$ cat config.mk
export PLATFORM = sky130hd
export DESIGN_NAME = master_slave_feeder
export DESIGN_NICKNAME = d
export VERILOG_FILES = /design/src/rtl/master_slave_feeder_pkg.sv /design/src/rtl/master_slave_feeder_fifo.sv /design/src/rtl/master_slave_feeder.sv
export SDC_FILE = /design/constraint.sdc
export NUM_CORES = 1
export LEC_CHECK = 0
export ABC_AREA = 0
export CAP_MARGIN = 20
export CORE_ASPECT_RATIO = 0.75
export CORE_MARGIN = 2
export CORE_UTILIZATION = 30
export DETAILED_ROUTE_END_ITERATION = 8
export HOLD_SLACK_MARGIN = 0.12
export MAX_ROUTING_LAYER = met4
export PLACE_DENSITY = 0.53
export SYNTH_ARGS = -nofsm -noshare
export SYNTH_HDL_FRONTEND = slang
export SYNTH_HIERARCHICAL = 1
export SYNTH_SLANG_ARGS = --single-unit
$ cat constraint.sdc
create_clock -name clk -period 6.55 [get_ports clk]
set_input_delay 0.655 -clock clk [delete_from_list [all_inputs] [get_ports clk]]
set_output_delay 0.655 -clock clk [all_outputs]
set_load 0.02 [all_outputs]
$ cat src/rtl/master_slave_feeder_pkg.sv
// Shared types and width constants for the master-slave feeder block.
package master_slave_feeder_types;

  localparam int unsigned DATA_W_DEF = 32;
  localparam int unsigned EMIT_CNT_W = 16;

  typedef enum logic {
    SECTION_IDLE = 1'b0,
    SECTION_GAP  = 1'b1
  } Sections;

  // Occupancy counter must represent 0..depth inclusive.
  function automatic int unsigned fifo_cnt_w(input int unsigned depth);
    return $clog2(depth + 1);
  endfunction

endpackage

$ cat src/rtl/master_slave_feeder_fifo.sv
// Small circular FIFO; pointers wrap modulo DEPTH (DEPTH is a power of two).
module feeder_fifo
  import master_slave_feeder_types::*;
#(
  parameter int unsigned DATA_W = DATA_W_DEF,
  parameter int unsigned DEPTH  = 4
) (
  input  logic                          clk,
  input  logic                          rst,
  input  logic                          push_i,
  input  logic                          pop_i,
  input  logic [DATA_W-1:0]             data_i,
  output logic [DATA_W-1:0]             head_o,
  output logic [fifo_cnt_w(DEPTH)-1:0]  count_o,
  output logic                          full_o,
  output logic                          empty_o
);

  localparam int unsigned AW = $clog2(DEPTH);
  localparam int unsigned CW = fifo_cnt_w(DEPTH);

  logic [DATA_W-1:0] mem_q [DEPTH];
  logic [AW-1:0]     wr_ptr_q, rd_ptr_q;
  logic [CW-1:0]     count_q;
  logic              do_push, do_pop;

  assign full_o  = (count_q == CW'(DEPTH));
  assign empty_o = (count_q == '0);
  assign count_o = count_q;
  assign head_o  = mem_q[rd_ptr_q];
  assign do_push = push_i && !full_o;
  assign do_pop  = pop_i && !empty_o;

  always_ff @(posedge clk) begin
    if (do_push) mem_q[wr_ptr_q] <= data_i;
  end

  always_ff @(posedge clk or negedge rst) begin
    if (!rst) begin
      wr_ptr_q <= '0;
      rd_ptr_q <= '0;
      count_q  <= '0;
    end else begin
      if (do_push) wr_ptr_q <= wr_ptr_q + AW'(1);
      if (do_pop)  rd_ptr_q <= rd_ptr_q + AW'(1);
      case ({do_push, do_pop})
        2'b10:   count_q <= count_q + CW'(1);
        2'b01:   count_q <= count_q - CW'(1);
        default: count_q <= count_q;
      endcase
    end
  end

endmodule

$ cat src/rtl/master_slave_feeder.sv
// Buffers upstream words, adds OFFSET, and publishes them as held value plus
// 1-cycle sync pulse with at least GAP idle cycles between pulses.
module master_slave_feeder
  import master_slave_feeder_types::*;
#(
  parameter int unsigned       DATA_W = DATA_W_DEF,
  parameter int unsigned       DEPTH  = 4,
  parameter int unsigned       GAP    = 2,
  parameter logic [DATA_W-1:0] OFFSET = '0
) (
  input  logic                  clk,
  input  logic                  rst,
  input  logic [DATA_W-1:0]     b_in_sig,
  input  logic                  b_in_sync,
  output logic                  b_in_notify,
  output logic [DATA_W-1:0]     ms_out_sig,
  output logic                  ms_out_sync,
  output logic [EMIT_CNT_W-1:0] emitted_cnt,
  output Sections               dbg_state_o
);

  localparam int unsigned CW = fifo_cnt_w(DEPTH);
  localparam int unsigned GW = (GAP > 1) ? $clog2(GAP) : 1;

  // Handshake: a word moves on a rising edge where b_in_sync && b_in_notify.
  // b_in_notify is a register derived only from the FIFO occupancy, so a pop
  // in the same cycle never lets a full FIFO accept a word.
  Sections               state_q, state_d;
  logic [GW-1:0]         gap_q, gap_d;
  logic [DATA_W-1:0]     sig_q, sig_d;
  logic                  sync_q, sync_d;
  logic [EMIT_CNT_W-1:0] emitted_q, emitted_d;
  logic                  notify_q, notify_d;

  logic                  push, pop, full, empty;
  logic [DATA_W-1:0]     head;
  logic [CW-1:0]         count, count_next;

  assign push = b_in_sync && notify_q && !full;

  feeder_fifo #(.DATA_W(DATA_W), .DEPTH(DEPTH)) u_fifo (
    .clk     (clk),
    .rst     (rst),
    .push_i  (push),
    .pop_i   (pop),
    .data_i  (b_in_sig),
    .head_o  (head),
    .count_o (count),
    .full_o  (full),
    .empty_o (empty)
  );

  assign count_next = count + CW'(push) - CW'(pop);
  assign notify_d   = (count_next != CW'(DEPTH));

  always_comb begin
    state_d   = state_q;
    gap_d     = gap_q;
    sig_d     = sig_q;
    sync_d    = 1'b0;
    emitted_d = emitted_q;
    pop       = 1'b0;
    case (state_q)
      SECTION_IDLE: begin
        if (!empty) begin
          pop       = 1'b1;
          sig_d     = head + OFFSET;
          sync_d    = 1'b1;
          emitted_d = emitted_q + EMIT_CNT_W'(1);
          if (GAP != 0) begin
            state_d = SECTION_GAP;
            gap_d   = GW'(GAP - 1);
          end
        end
      end
      SECTION_GAP: begin
        if (gap_q == '0) state_d = SECTION_IDLE;
        else             gap_d   = gap_q - GW'(1);
      end
      default: state_d = SECTION_IDLE;
    endcase
  end

  always_ff @(posedge clk or negedge rst) begin
    if (!rst) begin
      state_q   <= SECTION_IDLE;
      gap_q     <= '0;
      sig_q     <= '0;
      sync_q    <= 1'b0;
      emitted_q <= '0;
      notify_q  <= 1'b0;
    end else begin
      state_q   <= state_d;
      gap_q     <= gap_d;
      sig_q     <= sig_d;
      sync_q    <= sync_d;
      emitted_q <= emitted_d;
      notify_q  <= notify_d;
    end
  end

  assign b_in_notify = notify_q;
  assign ms_out_sig  = sig_q;
  assign ms_out_sync = sync_q;
  assign emitted_cnt = emitted_q;
  assign dbg_state_o = state_q;

endmodule

-- After elaboration in Yosys (flattened, before gate mapping)
Memories as Yosys holds them, arrays and structs flattened. A register that Yosys moved wholly into a read port is not among the register bits.
Cells that the tools add are included.
- RAM bits: 128
- bits in registers: 27
- memories kept: 1
- word-level logic and storage cells: 44
- output and inout bits: 51
- input bits: 35
- memory list (memory ; depth ; width ; rd ports ; clocked after Yosys merged registers in ; wr ports ; RTL line ; source):
    u_fifo.mem_q ; 4 ; 32 ; 1 ; 1 ; 1 ; master_slave_feeder_fifo.sv:22 ; logic [DATA_W-1:0] mem_q [DEPTH];
- bitwise operators: 2
- reduce and logical (&&, ||, !) cells: 10
- muxes and demuxes: 10
- equal/unequal tests: 5
- add/sub/neg operators: 8
- operators by type and width (cell ; count):
    16-bit by 1-bit adder with 16-bit output (second input constant) ; 1
    1-bit 2-to-1 mux ; 7
    3-bit one-hot mux with 2 select lines ; 1
    2-bit by 1-bit adder with 2-bit output (second input constant) ; 2
    1-bit logical AND ; 4
    1-bit one-hot mux with 2 select lines ; 2
    3-bit by 1-bit adder with 3-bit output ; 1
    3-bit by 1-bit adder with 3-bit output (second input constant) ; 1
    3-bit == test (second input constant) ; 1
    1-bit zero test ; 3
    3-bit zero test ; 1
    3-bit != test (second input constant) ; 1
    3-bit by 1-bit subtractor with 3-bit output ; 1
    3-bit by 1-bit subtractor with 3-bit output (second input constant) ; 1
    2-bit by 1-bit == test with 1-bit output (second input constant) ; 1
    2-bit == test (second input constant) ; 1
    2-bit != test (second input constant) ; 1
    1-bit inverter ; 2
    2-bit AND reduction ; 1
    2-bit nonzero test ; 1
    1-bit subtractor (second input constant) ; 1

-- Logic depth before layout (Yosys ltp)
- word-level depth: 6
- gate-level depth with buffers: 10
- depth with buffers taken out: 10

-- Cells and area by module
Netlist, hierarchy kept.
- by module, submodules not included (module ; area an instance (µm²) ; cells each ; times used ; sequential area each (µm²)):
    feeder_fifo ; 5091.1 ; 205 ; 1 ; 4018.9
    master_slave_feeder ; 2100.8 ; 146 ; 1 ; 1301.2

-- Least setup slack after synthesis
No wires, ideal clock.
- kind: register to register
- from: register u_fifo.count_q[0], in the netlist u_fifo/count_o[0]
- to: register notify_q, in the netlist b_in_notify
- setup time: 0.131 ns
- arrival: 2.233 ns
- buffers on the path: 1
- period minus slack after synthesis: 2.364 ns
- setup slack: 4.186 ns
- stages on the path, launching flop included: 10
- data required time: 6.419 ns
- cell sequence: dfrtp_1 > nor3_1 > nor2_1 > buf_2 > ha_1 > inv_1 > ha_1 > fa_1 > xnor2_1 > or3_1
- elaborated cells on any way between the ends: 9
- those cells by class: add/sub (2); eq/ne (2); mux (2); reduce/logical (3)
- RTL lines (element ; RTL line ; source):
    from (decl) ; master_slave_feeder_fifo.sv:24 ; logic [CW-1:0] count_q;
    from (signal assigned) ; master_slave_feeder_fifo.sv:47 ; 2'b10: count_q <= count_q + CW'(1);
    from (signal assigned) ; master_slave_feeder_fifo.sv:48 ; 2'b01: count_q <= count_q - CW'(1);
    from (signal assigned) ; master_slave_feeder_fifo.sv:49 ; default: count_q <= count_q;
    3-bit zero test ; master_slave_feeder_fifo.sv:28 ; assign empty_o = (count_q == '0);
    via empty ; master_slave_feeder.sv:35 ; logic push, pop, full, empty;
    1-bit 2-to-1 mux ; master_slave_feeder.sv:65 ; if (!empty) begin
    1-bit 2-to-1 mux ; master_slave_feeder.sv:63 ; case (state_q)
    via pop ; master_slave_feeder.sv:35 ;
    3-bit by 1-bit subtractor with 3-bit output ; master_slave_feeder.sv:53 ; assign count_next = count + CW'(push) - CW'(pop);
    3-bit != test ; master_slave_feeder.sv:54 ; assign notify_d = (count_next != CW'(DEPTH));
    via notify_d ; master_slave_feeder.sv:33 ; logic notify_q, notify_d;
    to (signal assigned) ; master_slave_feeder.sv:98 ; notify_q <= notify_d;
    to (decl) ; master_slave_feeder.sv:33 ;
The timed path passes the listed nets, and every way through them passes these cells.
A chain may end at the register's enable or synchronous reset.

-- Worst setup path in the final report
- from: register u_fifo.count_q[0], in the netlist u_fifo/count_o[0]
- to: register u_fifo.count_q[2], in the netlist u_fifo/count_o[2]
- cells in the longest elaborated chain, start to end: 6
- elaborated cells on any way between the ends: 15
- those cells by class: add/sub (2); eq/ne (3); mux (3); reduce/logical (7)
- RTL lines (element ; RTL line ; source):
    3-bit zero test * ; master_slave_feeder_fifo.sv:28 ;
    via empty ; master_slave_feeder.sv:35 ;
    1-bit 2-to-1 mux ; master_slave_feeder.sv:65 ;
    1-bit 2-to-1 mux ; master_slave_feeder.sv:63 ;
    1-bit logical AND * ; master_slave_feeder_fifo.sv:32 ; assign do_pop = pop_i && !empty_o;
    via u_fifo.do_pop ; master_slave_feeder_fifo.sv:25 ; logic do_push, do_pop;
    2-bit by 1-bit == test with 1-bit output / 2-bit == test (equally long branches) ; master_slave_feeder_fifo.sv:46 ; case ({do_push, do_pop})
    3-bit one-hot mux with 2 select lines / 2-bit nonzero test (equally long branches) ; n/a ;
The timed path passes the listed nets; every way through them passes the cells marked *.

==> metrics.txt <==
Mapped Avg Cell Area 20.49 µm²; initial antenna violation count 0; CTS root buffer clkbuf_16; Net Sw Frac 31.56%; fin crit share 40.25%; pin count of the biggest net entering global routing 60; Post-Syn Area 7192 µm²; count of state elements after synthesis roughly 190; Ys Warns 6; worst relative slew slack approximately 36%; DR WL met2 6.141 mm; # DRC 0; Final ANT Viol Nets 0; CP max FO 40; CTS tree done; vias in the first global route 3624; Metal-1 WL 6.461 mm; PwrDens about 470 nW/µm²; most frequent cell after synthesis edfxtp_1; DR WL met3 453 µm; TritonRoute pass-1 iters 5; number of setup buffers added after CTS 0; clock skew approximately 10 ps; std cell rows 49; Iteration-0 DRC Markers 152; register-to-register setup slack ~3900 ps; WL final 13.20 mm; Final Hold Vio Count 0; footprint of the multi-input gates 1733 µm²; final setup fails 0; RR Endpoint u_fifo/count_o[2]$_DFFE_PN0P_; main area contributors after synthesis edfxtp_1 53%, dfrtp_1 21%, mux4_2 8.8%; hold buffer count at CTS 0; Post-Syn Nets 396; Synth Instances 351; I/O Buffers between 80 and 90; clock buffer depth 2; Main synth FF type edfxtp_1; Max-cap violations 0; H-tree level count 4; Synth area leader edfxtp_1; Die Wd 182.8 µm; Slew Viols, Final 0; area share of the largest cell type after synthesis 53.44%; R2R depth 10; nets@finish 490; RSZ-0062 raised after global routing no; Synth top cells by count 128 x edfxtp_1, 59 x dfrtp_1, 34 x mux2_2; Leak Pwr about 3.1 nW; gpl congestion between 0.7 and 0.8; CP Class reg2reg; post-layout min period 2637 ps; worst reg2reg path startpoint u_fifo/count_o[0]$_DFFE_PN0P_; Fillers 2170; layout cells sized above 1 23.14%; EDFF count, synth 128; Fin Setup TNS 0 ps; Max Used Layer met4; Fmax 379.3 MHz; post-cts sizing count 0; outcome complete, no violations; GRT Total Usage a little under an eighth; hpwl dp 8.062 mm; Remaining Overflow, GRT 0; Skew-Pair Late Insertion Delay 430 ps; internal power 0.002829 W; Worst Hold Slack 312.1 ps; drt via density 4.381; Die Height 138.1 µm; Layout Cells excl Fill 764; Logic pwr share approximately 33%; CP startpoint kind register; sw power 0.001305 W; Peak VDD IR between 150 and 200 µV; Sinks on Clock Net 187; Flop pwr share 43.9%; slew at the pin with the worst max-slew slack 958.7 ps; Worst Path Arrival 2990 ps; asr flop ratio synth 31.55%; element type at the critical path end register; Worst Hold Class in2async; Via Count 3347; n_diodes 0; synthesis-to-finish area growth 23.52%; Wirelength per Cell 17.27 µm; Clock power frac 22.8%; number of CTS-inserted buffers 17; Cells after DPL approximately 730; core area 23790 µm²; FF/Latch Area 5323 µm²; Reg clk slew, reported paths approximately 70 ps; first-pass GRT wire length 20.73 mm; Starting Density 30.23%; register area share after synthesis between 70% and 80%; post-synth cell types 32; Critical Path RT 6910 ps; DIE AREA 25240 µm²; Ports 86
## stage by stage
step                      total power (W)  setup WS, ps  area, µm²  utilization, %
after floorplan                  0.002749          4186       7192               -
after global placement           0.003206          3733       8343           35.07
after detailed placement         0.003244          3667       8343           35.07
after CTS                        0.004199          3873       8884           37.34
after global routing             0.004359          3661       8884           37.34
final                            0.004133          3913       8884           37.34
## placed cells by master, fill, tap and decap left out, types with 2 or more instances in the layout
cell type / count
clkdlybuf4s50_1: 84
dfrtp_2: 2
nor4_1: 2
xor2_1: 11
dfrtp_1: 57
mux4_1: 4
nand4_1: 4
clkinvlp_4: 2
edfxtp_1: 128
nor2_1: 6
clkinv_1: 2
nand2_1: 7
mux2_2: 34
mux4_2: 28
buf_4: 3
nor3_1: 3
nand3_1: 4
fa_1: 2
inv_8: 2
clkbuf_16: 17
xnor2_1: 12
inv_1: 11
inv_6: 5
ha_1: 8
and2_2: 4
clkinv_4: 2
## registers in the layout, indices dropped and copies added, names as in the netlist
name,count
b_in_notify,1
dbg_state_o,1
emitted_cnt,16
gap_q,1
ms_out_sig,32
ms_out_sync,1
u_fifo/count_o,3
u_fifo/mem_q,128
u_fifo/rd_ptr_q,2
u_fifo/wr_ptr_q,2
## worst max-delay path, stage by stage, from the launching register on
cell and delay [ps]:
dfrtp_1 460, nor3_1 150, nor2_4 110, buf_4 470, o31a_1 300, ha_1 210
inv_1 60, fa_1 370, xor2_1 150, nor2_1 120, xor2_1 150
## cells by family (layout without fill, tap and decap cells)
| family | after synthesis | count (layout) | share of synthesized area [%] |
|---|---|---|---|
| adders and majority gates | 10 | 10 | 1.949 |
| DFF | 187 | 187 | 73.97 |
| and+or+nand+nor | 38 | 38 | 3.184 |
| xor gates and xnor gates | 23 | 23 | 2.801 |
| buffers and inverters | 23 | 130 | 2.105 |
| AOI/OAI and AO/OA | 3 | 3 | 0.2957 |
| muxes | 67 | 67 | 15.69 |
## worst max-delay path by stage
stage / cells after the start / startpoint / end / slack (ps)
floorplan: 9 / u_fifo/count_o[0]$_DFFE_PN0P_ / b_in_notify$_DFF_PN0_ / 4190
global placement: 5 / b_in_sync / u_fifo/mem_q[0][11]$_DFFE_PP_ / 3730
detailed placement: 5 / b_in_sync / u_fifo/mem_q[0][9]$_DFFE_PP_ / 3670
CTS: 10 / u_fifo/count_o[1]$_DFFE_PN0P_ / u_fifo/count_o[2]$_DFFE_PN0P_ / 3870
global route: 10 / u_fifo/count_o[1]$_DFFE_PN0P_ / u_fifo/count_o[2]$_DFFE_PN0P_ / 3660
finish: 10 / u_fifo/count_o[0]$_DFFE_PN0P_ / u_fifo/count_o[2]$_DFFE_PN0P_ / 3910
## layer usage
metal,GRT usage (%),up-vias
met1,14.73,1738
li1,-,1540
met3,3.214,10
met4,3.663,0
met5,-,-
met2,17.35,59
## layout make-up
type	count	share of cell area, %
Clock inverter	14	1.254
Clock buffer	18	4.831
Tap cell	306	4.310
Timing Repair Buffer	87	9.718
Inverter	11	0.4648
Sequential cell	187	59.92
Multi-Input combinational cell	141	19.51
## power by group through the flow
stage | logic [W] | clock network (W) | registers, W
6_report | 0.00137 | 0.000944 | 0.00182
5_1_grt | 0.00148 | 0.00102 | 0.00186
4_1_cts | 0.00140 | 0.000970 | 0.00182
3_5_place_dp | 0.00139 | 0 | 0.00185
3_3_place_gp | 0.00137 | 0 | 0.00183
2_1_floorplan | 0.000844 | 0 | 0.00190
Power figures use the tool's default switching activity.
